--- src/rtl/freq_div_arbiter.sv ---
// Arbitrates NCH gate-count channels onto one shared pipelined divider and returns tagged quotients.
// Define FREQ_DIV_ARB_RR_EN for round-robin arbitration; otherwise fixed priority (channel 0 first).
module freq_div_arbiter #(
  parameter int unsigned NCH         = 4,
  parameter int unsigned DIV_LATENCY = 3,
  parameter int unsigned CHW         = $clog2(NCH)
) (
  input  logic              clk,
  input  logic              rst,
  input  logic [NCH-1:0]    req_valid,
  input  logic [NCH*32-1:0] req_data,
  output logic [NCH-1:0]    req_ready,
  output logic [31:0]       div_numerator,
  input  logic [31:0]       div_quotient,
  output logic              rsp_valid,
  output logic [CHW-1:0]    rsp_ch,
  output logic [31:0]       rsp_quotient,
  output logic              busy
);

  logic           gnt_any;
  logic [CHW-1:0] gnt_ch;
  logic [31:0]    gnt_data;

  logic [31:0]                     div_num_q;
  logic [DIV_LATENCY:0]            tag_vld_q;
  logic [DIV_LATENCY:0][CHW-1:0]   tag_ch_q;
  logic                            rsp_valid_q;
  logic [CHW-1:0]                  rsp_ch_q;
  logic [31:0]                     rsp_quot_q;

`ifdef FREQ_DIV_ARB_RR_EN
  localparam logic [CHW:0] NchW = (CHW+1)'(NCH);

  logic [CHW-1:0] ptr_q, ptr_d;

  // Scan channels starting at the pointer, wrapping modulo NCH.
  always_comb begin
    logic [CHW:0] idx;
    idx     = '0;
    gnt_any = 1'b0;
    gnt_ch  = '0;
    for (int unsigned k = 0; k < NCH; k++) begin
      idx = {1'b0, ptr_q} + (CHW+1)'(k);
      if (idx >= NchW) idx = idx - NchW;
      if (!gnt_any && req_valid[idx[CHW-1:0]]) begin
        gnt_any = 1'b1;
        gnt_ch  = idx[CHW-1:0];
      end
    end
  end

  always_comb begin
    ptr_d = ptr_q;
    if (gnt_any) ptr_d = (gnt_ch == CHW'(NCH - 1)) ? '0 : gnt_ch + CHW'(1);
  end

  always_ff @(posedge clk or posedge rst) begin
    if (rst) ptr_q <= '0;
    else     ptr_q <= ptr_d;
  end
`else
  always_comb begin
    gnt_any = 1'b0;
    gnt_ch  = '0;
    for (int unsigned i = 0; i < NCH; i++) begin
      if (!gnt_any && req_valid[i]) begin
        gnt_any = 1'b1;
        gnt_ch  = CHW'(i);
      end
    end
  end
`endif

  always_comb begin
    gnt_data  = '0;
    req_ready = '0;
    for (int unsigned i = 0; i < NCH; i++) begin
      if (gnt_ch == CHW'(i)) gnt_data = req_data[32*i +: 32];
      req_ready[i] = !rst && gnt_any && (gnt_ch == CHW'(i));
    end
  end

  // Tags travel alongside the divider pipeline so each quotient is matched to its channel.
  always_ff @(posedge clk or posedge rst) begin
    if (rst) begin
      div_num_q   <= '0;
      tag_vld_q   <= '0;
      tag_ch_q    <= '0;
      rsp_valid_q <= 1'b0;
      rsp_ch_q    <= '0;
      rsp_quot_q  <= '0;
    end else begin
      if (gnt_any) div_num_q <= gnt_data;
      tag_vld_q   <= {tag_vld_q[DIV_LATENCY-1:0], gnt_any};
      tag_ch_q    <= {tag_ch_q[DIV_LATENCY-1:0], gnt_ch};
      rsp_valid_q <= tag_vld_q[DIV_LATENCY];
      if (tag_vld_q[DIV_LATENCY]) begin
        rsp_ch_q   <= tag_ch_q[DIV_LATENCY];
        rsp_quot_q <= div_quotient;
      end
    end
  end

  assign div_numerator = div_num_q;
  assign rsp_valid     = rsp_valid_q;
  assign rsp_ch        = rsp_ch_q;
  assign rsp_quotient  = rsp_quot_q;
  assign busy          = |tag_vld_q;

endmodule
--- config.mk ---
export PLATFORM = sky130hd
export DESIGN_NAME = freq_div_arbiter
export DESIGN_NICKNAME = d
export VERILOG_FILES = /design/src/rtl/freq_div_arbiter.sv
export SDC_FILE = /design/constraint.sdc
export NUM_CORES = 1
export LEC_CHECK = 0
export ABC_AREA = 1
export CAP_MARGIN = 10
export CORE_UTILIZATION = 25
export DETAILED_ROUTE_END_ITERATION = 10
export PLACE_DENSITY = 0.6
export SLEW_MARGIN = 10
export SYNTH_ARGS = -nofsm -noshare
export SYNTH_HDL_FRONTEND = slang
export SYNTH_SLANG_ARGS = --single-unit
--- constraint.sdc ---
create_clock -name clk -period 3 [get_ports clk]
set_input_delay 0.3 -clock clk [delete_from_list [all_inputs] [get_ports clk]]
set_output_delay 0.3 -clock clk [all_outputs]
set_load 0.01 [all_outputs]
=== Word-level counts from Yosys, hierarchy flattened ===
Index checks and enable logic that the tools add are counted.

* Bits of input ports: 166
* Output and inout bits: 72
* Bits in registers: 79

* Muxes and demuxes: 11
* Equal/unequal tests: 3
* Reductions and logical operators: 14

{| class="wikitable"
|+ Operators by type and width
! cell !! count
|-
| $mux 32 || 4
|-
| $logic_and 1x1->1 || 8
|-
| $mux 1 || 5
|-
| $eq 2x2->1 const B || 2
|-
| $logic_not 1->1 || 4
|-
| $mux 2 || 2
|-
| $reduce_or 4->1 || 1
|-
| $eq 2x1->1 const B || 1
|-
| $logic_not 2->1 || 1
|}

=== Depth between registers and ports, before layout ===
* Depth after elaboration: 15
* Gate-level depth with buffers: 9
* Gate-level depth less buffers: 7

=== Worst setup path after synthesis ===
Ideal clock, no wire load.

* Path kind: input-to-output
* Start point: input req_valid[2]
* End point: output req_ready[3]
* Path slack: 1.574 ns
* Cell stages on the path: 5
* Arrival time: 1.126 ns
* Path buffers: 2
* Required time: 2.700 ns
* Cells stage by stage: buf_2 -> nor3_2 -> buf_2 -> nand2_1 -> nor2_1

* Word-level cells in the longest chain between the ends: 7
* Elaborated cells between the ends (all ways): 10
* Those cells by class: eq/ne: 1; mux: 4; reduce/logical: 5

{| class="wikitable"
|+ RTL lines
! item !! line !! source
|-
| start, declared || 10 || <nowiki>input logic [NCH-1:0] req_valid,</nowiki>
|-
| $logic_and 1x1->1 (*) || 67 || <nowiki>if (!gnt_any && req_valid[i]) begin</nowiki>
|-
| $mux 1 || 67 ||
|-
| $logic_not 1->1 || 67 ||
|-
| $logic_and 1x1->1 || 67 ||
|-
| $mux 2 / $mux 1 (equally long branches) || 67 ||
|-
| $eq 2x2->1 / $logic_and 1x1->1 (equally long branches) || 80 || <nowiki>req_ready[i] = !rst && gnt_any && (gnt_ch == CHW'(i));</nowiki>
|-
| $logic_and 1x1->1 (*) || 80 ||
|-
| end, declared || 12 || <nowiki>output logic [NCH-1:0] req_ready,</nowiki>
|}

Every way passes the cells marked *; elsewhere a longest branch is shown, timed or not.

=== Worst setup path in the final report ===
Ends and elaborated chain as after synthesis.

==> flow_metrics.env <==
export IMPL_tightest_slew_ns=0.727
export IMPL_start_util=0.258
export IMPL_rows=46
export IMPL_diodes=0
export IMPL_clock_sinks=79
export IMPL_dp_slack_ns=0.700
export IMPL_numPortBuffers=237
export IMPL_synth_top_cell_by_area="dfrtp_1"
export IMPL_hold_violations=0
export IMPL_die_area_um2=17000
export IMPL_drv_slew=0
export IMPL_finalWirelength_um=15200
export IMPL_yosys_warnings=0
export IMPL_drive_above_1_share=0.0440
export IMPL_cpPeakStageDelay_ns=0.67
export IMPL_final_cells=1035
export IMPL_postCtsSetupRepairBufs=0
export IMPL_antenna_found_initial=0
export IMPL_startpoint_type="input pin"
export IMPL_cpMostUsedCell="clkdlybuf4s50_1"
export IMPL_root_buffer="clkbuf_16"
export IMPL_drtIter0Drc=169
export IMPL_clk_latency_ns=0.34
export IMPL_netlist_area_um2=4120
export IMPL_overflow=0
export IMPL_syn_instance_count=591
export IMPL_grt_pass1_wl_um=23200
export IMPL_crit_fanout=10
export IMPL_post_drt_wl_per_cell_um=14.7
export IMPL_synth_cell_type_count=18
export IMPL_cap_violations=0
export IMPL_period_minus_slack_ns=2.30
export IMPL_finalClockSkew_ns=0.00486
export IMPL_placed_cells=1019
export IMPL_critPathKind="input pin to output port"
export IMPL_cts_tree="done"
export IMPL_layout_common_cells="nand2_1, clkdlybuf4s50_1, nand3_1"
export IMPL_endpoint_kind="output port"
export IMPL_fillCellCount=1688
export IMPL_cts_resized=0
export IMPL_synthTopCellsByArea="dfrtp_1, nand2_1, nand3_1"
export IMPL_clkTransAtPathRegs_ns=0.07
export IMPL_ios=238
export IMPL_cp_data_required_time_ns=2.70
export IMPL_syn_nets=757
export IMPL_peakVddDrop_v=0.000296
export IMPL_outcome="finished, final reports clean"
export IMPL_fin_tns_setup_ns=0
export IMPL_slew_headroom=0.513
export IMPL_crit_path_cell_trace="clkdlybuf4s50_1, nor3_4, nand2_1, nor2_1, clkdlybuf4s50_1"
export IMPL_setup_violations=0
export IMPL_timing_fmax_mhz=435
export IMPL_htreeDepth=3
export IMPL_final_common_cell="nand2_1"
export IMPL_fp_dieH_um=130
export IMPL_seqCellArea_um2=1980
export IMPL_grt_max_degree=49
export IMPL_drc_errors=0
export IMPL_p_per_area_nw_per_um2=442
export IMPL_hpwl_um=10600
export IMPL_grt_usage=0.181
export IMPL_ant_nets=0
export IMPL_grt_pass1_vias=4290
export IMPL_core_area_um2=16000
export IMPL_cts_hold_buf=0
export IMPL_synth_top_area_share=0.479
export IMPL_nNetsFinal=980
export IMPL_fp_dieW_um=130
export IMPL_slowest_stage="clkdlybuf4s50_1"
export IMPL_routabilityCongestion=0.798
export IMPL_drt_pass1_iterations=4
export IMPL_stdcell_area_um2=7010
export IMPL_viasPerCell=4.32
export IMPL_arrival_ns=2.00
export IMPL_cts_buffer_depth=2
export IMPL_hp_class="register to register"
export IMPL_post_dp_cell_area_um2=6700
export IMPL_synth_seq_cells=79
export IMPL_leakagePower_nw=3.38
export IMPL_multi_input_area_um2=1720
export IMPL_yosysSeqAreaShare=0.479
export IMPL_synth_area_per_cell_um2=6.98
export IMPL_setup_ws_ns=0.702
export IMPL_rsz0062_at_grt="false"
export IMPL_area_growth_pct=69.9
export IMPL_fin_crit_sh=0.766
export IMPL_cts_buffers=9
export IMPL_vias=4467
-- cell families after synthesis --
| group | Yosys count | share of synthesized area |
|---|---|---|
| and+or+nand+nor | 373 | 0.376 |
| AOI/OAI and AO/OA | 32 | 0.0388 |
| buffers and inverters | 107 | 0.106 |
| DFF | 79 | 0.479 |
-- per-layer routing --
layer	up-vias	GRT usage	share of wire
met1	2025	0.215	0.43
li1	2259	-	-
met3	20	0.0517	0.074
met5	-	0	0
met4	0	0.0615	0.018
met2	163	0.312	0.48
-- critical path, delay by kind of cell --
kind,cells,cell delay [ns]
buffers and inverters,2,1.21
and+or+nand+nor,3,0.48
-- per-stage QoR --
step | total power, W | utilization | hold WS [ns]
2_1_floorplan | 0.00148 | - | 0.331
3_3_place_gp | 0.00195 | 0.419 | 0.331
3_5_place_dp | 0.00196 | 0.419 | 0.335
4_1_cts | 0.00315 | 0.438 | 0.349
5_1_grt | 0.00326 | 0.438 | 0.355
6_report | 0.00310 | 0.438 | 0.347
-- registers in the layout (all words and copies together), names as in the netlist --
| name | count |
|---|---|
| div_numerator | 32 |
| rsp_quotient | 32 |
| tag_ch_q | 8 |
| tag_vld_q | 4 |
| rsp_ch | 2 |
| rsp_valid | 1 |
-- synth_stat cells, drive strengths merged --
master  count
buf        24
clkbuf     11
clkinv      1
dfrtp      79
inv        71
nand2     268
nand3      96
nor2        6
nor3        2
nor4        1
o21ai      32
-- area by class of cell --
| type | count | share of cell area |
|---|---|---|
| clock buffer | 9 | 0.0321 |
| clock inverter | 7 | 0.0123 |
| inverter | 72 | 0.0387 |
| multi-input combinational | 405 | 0.245 |
| sequential | 79 | 0.282 |
| tap | 216 | 0.0386 |
| timing repair buffer | 247 | 0.351 |
-- worst paths after layout --
check / slack (ns) / from / end / cells after the start
max in group asynchronous: 1.82 / rst / rsp_quotient[24]$_DFFE_PP0P_ / 3
setup reg to reg: 1.23 / tag_vld_q[3]$_DFF_PP0_ / rsp_quotient[30]$_DFFE_PP0P_ / 5
min in group asynchronous: 0.50 / rst / div_numerator[0]$_DFFE_PP0N_ / 2
hold / removal: 0.35 / tag_ch_q[2]$_DFF_PP0_ / tag_ch_q[4]$_DFF_PP0_ / 0
setup / recovery: 0.70 / req_valid[2] / req_ready[3] / 5
hold reg to reg: 0.35 / tag_ch_q[2]$_DFF_PP0_ / tag_ch_q[4]$_DFF_PP0_ / 0
-- power by group --
group          internal, W  switching [W]
logic             0.000414       0.000310
registers          0.00116      0.0000483
clock network     0.000666       0.000504
No activity file was read; power rests on OpenSTA's default activity.
==> RTL change, RTL diff (same flow settings) <==
Add a define of `FREQ_DIV_ARB_RR_EN`.
--- a/src/rtl/freq_div_arbiter.sv
+++ b/src/rtl/freq_div_arbiter.sv
@@ -1,4 +1,6 @@
 // Arbitrates NCH gate-count channels onto one shared pipelined divider and returns tagged quotients.
 // Define FREQ_DIV_ARB_RR_EN for round-robin arbitration; otherwise fixed priority (channel 0 first).
+`define FREQ_DIV_ARB_RR_EN
+
 module freq_div_arbiter #(
   parameter int unsigned NCH         = 4,
Function: changed (a bounded check fails within 4 cycles, from zero or initial values and one cycle with rst high).
==> RTL change against the unedited design <==
- die area up 0.24%
- core utilization is 0.65 points higher
- setup slack lost 0.40 ns
- register-to-register slack lost 0.87 ns
- sequential cell count rose by 2
- highest routed layer unchanged
- area after synthesis is 0.24% higher
- wire length down 6.1%
- clock skew shrank 0.0011 ns
- cell area increased by 1.5%
Power is left out: it rests on default switching activity, and per cell area and clock period it moved more than threefold.
==> RTL change: results (changes against the unedited design) <==
metric,value,unit,change
regArea,0.00203,mm^2,was 0.00198 mm^2
final_nets,956,,was 980
crit_fanout,6,,was 10
ctsRootBufferMaster,clkbuf_16,,unchanged
r2r_end,div_numerator[29],,was rsp_quotient[30]
slew_headroom,31.3,%,was 51.3%
whs,0.348,ns,was 0.347 ns
drt-met1-wl,5.90,mm,was 6.48 mm
dp_hpwl,10.3,mm,was 10.6 mm
ys_types,23,,was 18
hp-start,tag_ch_q[4],,was tag_ch_q[2]
wire_per_inst,14.2,um,was 14.7 um
grt_max_degree,82,,was 49
grt_pass1_vias,4219,,"was 4,290"
wl_met3,1.63,mm,was 1.13 mm
place_area,0.00676,mm^2,was 0.00670 mm^2
synth_area_leaders,"dfrtp_1 49%, nand2_1 21%, o21ai_0 7.4%",,"was dfrtp_1 48%, nand2_1 24%, nand3_1 12%"
drt_iter0_markers,148,,was 169
synth_commonest_cells,"235 x nand2_1, 81 x dfrtp_1, 61 x o21ai_0, 56 x a21oi_1, 40 x nor2_1",,"was 265 x nand2_1, 96 x nand3_1, 79 x dfrtp_1, 68 x inv_1, 31 x o21ai_0"
slowest_delay,0.46,ns,was 0.67 ns
gr-usage-all-layers,17.0,%,was 18.1%
n_fill_cell,1681,,"was 1,688"
seq_area_frac_synth,49.0,%,was 47.9%
clock_skew,0.00376,ns,was 0.00486 ns
drive_above_1_share,7.34,%,was 4.40%
status,finished clean,,unchanged
dr.max_layer_used,met4,,unchanged
holdPathStages,0,,unchanged
synth_nets,729,,was 757
synth_fa_ha_area_share,1.21,%,was 0%
hold_path_end,tag_ch_q[6],,was tag_ch_q[4]
via_per_inst,4.35,,was 4.32
r2r_slack,0.36,ns,was 1.23 ns
grt_pass1_wl,21.9,mm,was 23.2 mm
crit_arrival,2.40,ns,was 2.00 ns
cpMaxStageDelayCell,dfrtp_2,,was clkdlybuf4s50_1
gp_congestion,0.819,,was 0.798
drt_pre_antenna_iters,5,,was 4
RTL change: changes by cell type after synthesis, sizes merged, moves of 2 or more:
cell	before	now
inv	71	16
a21oi	0	66
nand3	96	7
nor2	6	41
buf	24	15
nand2	268	237
o21ai	32	67
nor3	2	0
ha	0	4
dfrtp	79	81
clkbuf	11	21
RTL change: area by class of cell:
type	count	area share (%)
Clock buffer	10	3.36
Sequential cell	81	28.5
Multi-Input combinational cell	425	26.9
Clock inverter	5	0.792
Inverter	17	0.915
Tap cell	216	3.80
Timing Repair Buffer	252	35.7
RTL change: timing repair:
| item | in CTS | in global routing |
|---|---|---|
| hold endpoints to repair | 0 | 0 |
| gates resized for setup | 10 | 5 |
| setup buffers | 2 | 0 |
| endpoints found under the setup margin | 3 | 3 |
RTL change: worst register-to-register path, delay by kind of cell, from the launching register on:
| kind | cells | cell delay (ns) |
|---|---|---|
| DFF | 1 | 0.46 |
| AOI/OAI and AO/OA | 3 | 0.29 |
| buffers and inverters | 4 | 0.57 |
| adders and majority gates | 1 | 0.18 |
| and+or+nand+nor | 10 | 1.03 |
RTL change: cell families after synthesis:
family / after synthesis
AND/OR/NAND/NOR: 287
buffers and inverters: 53
flip-flops: 81
adder cells (fa/ha/maj): 4
AO/OA/AOI/OAI: 134
RTL change: worst max path at each step:
stage	startpoint	to	slack (ns)	depth (start not counted)
after floorplan	rst	req_ready[0]	0.13	3
after global placement	req_valid[3]	div_numerator[29]	0.11	19
after detailed placement	req_valid[3]	div_numerator[29]	0.02	19
after CTS	ptr_q[1]	req_ready[1]	0.02	14
after global routing	ptr_q[0]	div_numerator[26]	0.05	18
final	ptr_q[0]	req_ready[3]	0.30	13
RTL change: routing by layer:
metal  GRT usage [%]  vias up
met5               0        -
met4            6.76        0
met3            6.31       15
met2            28.5      202
met1            19.5     1928
li1                -     2236
RTL change: per-stage QoR:
step	setup slack, ns	std cells
2_1_floorplan	0.125	559
3_3_place_gp	0.114	989
3_5_place_dp	0.0199	989
4_1_cts	0.0180	1006
5_1_grt	0.0475	1006
6_report	0.302	1006
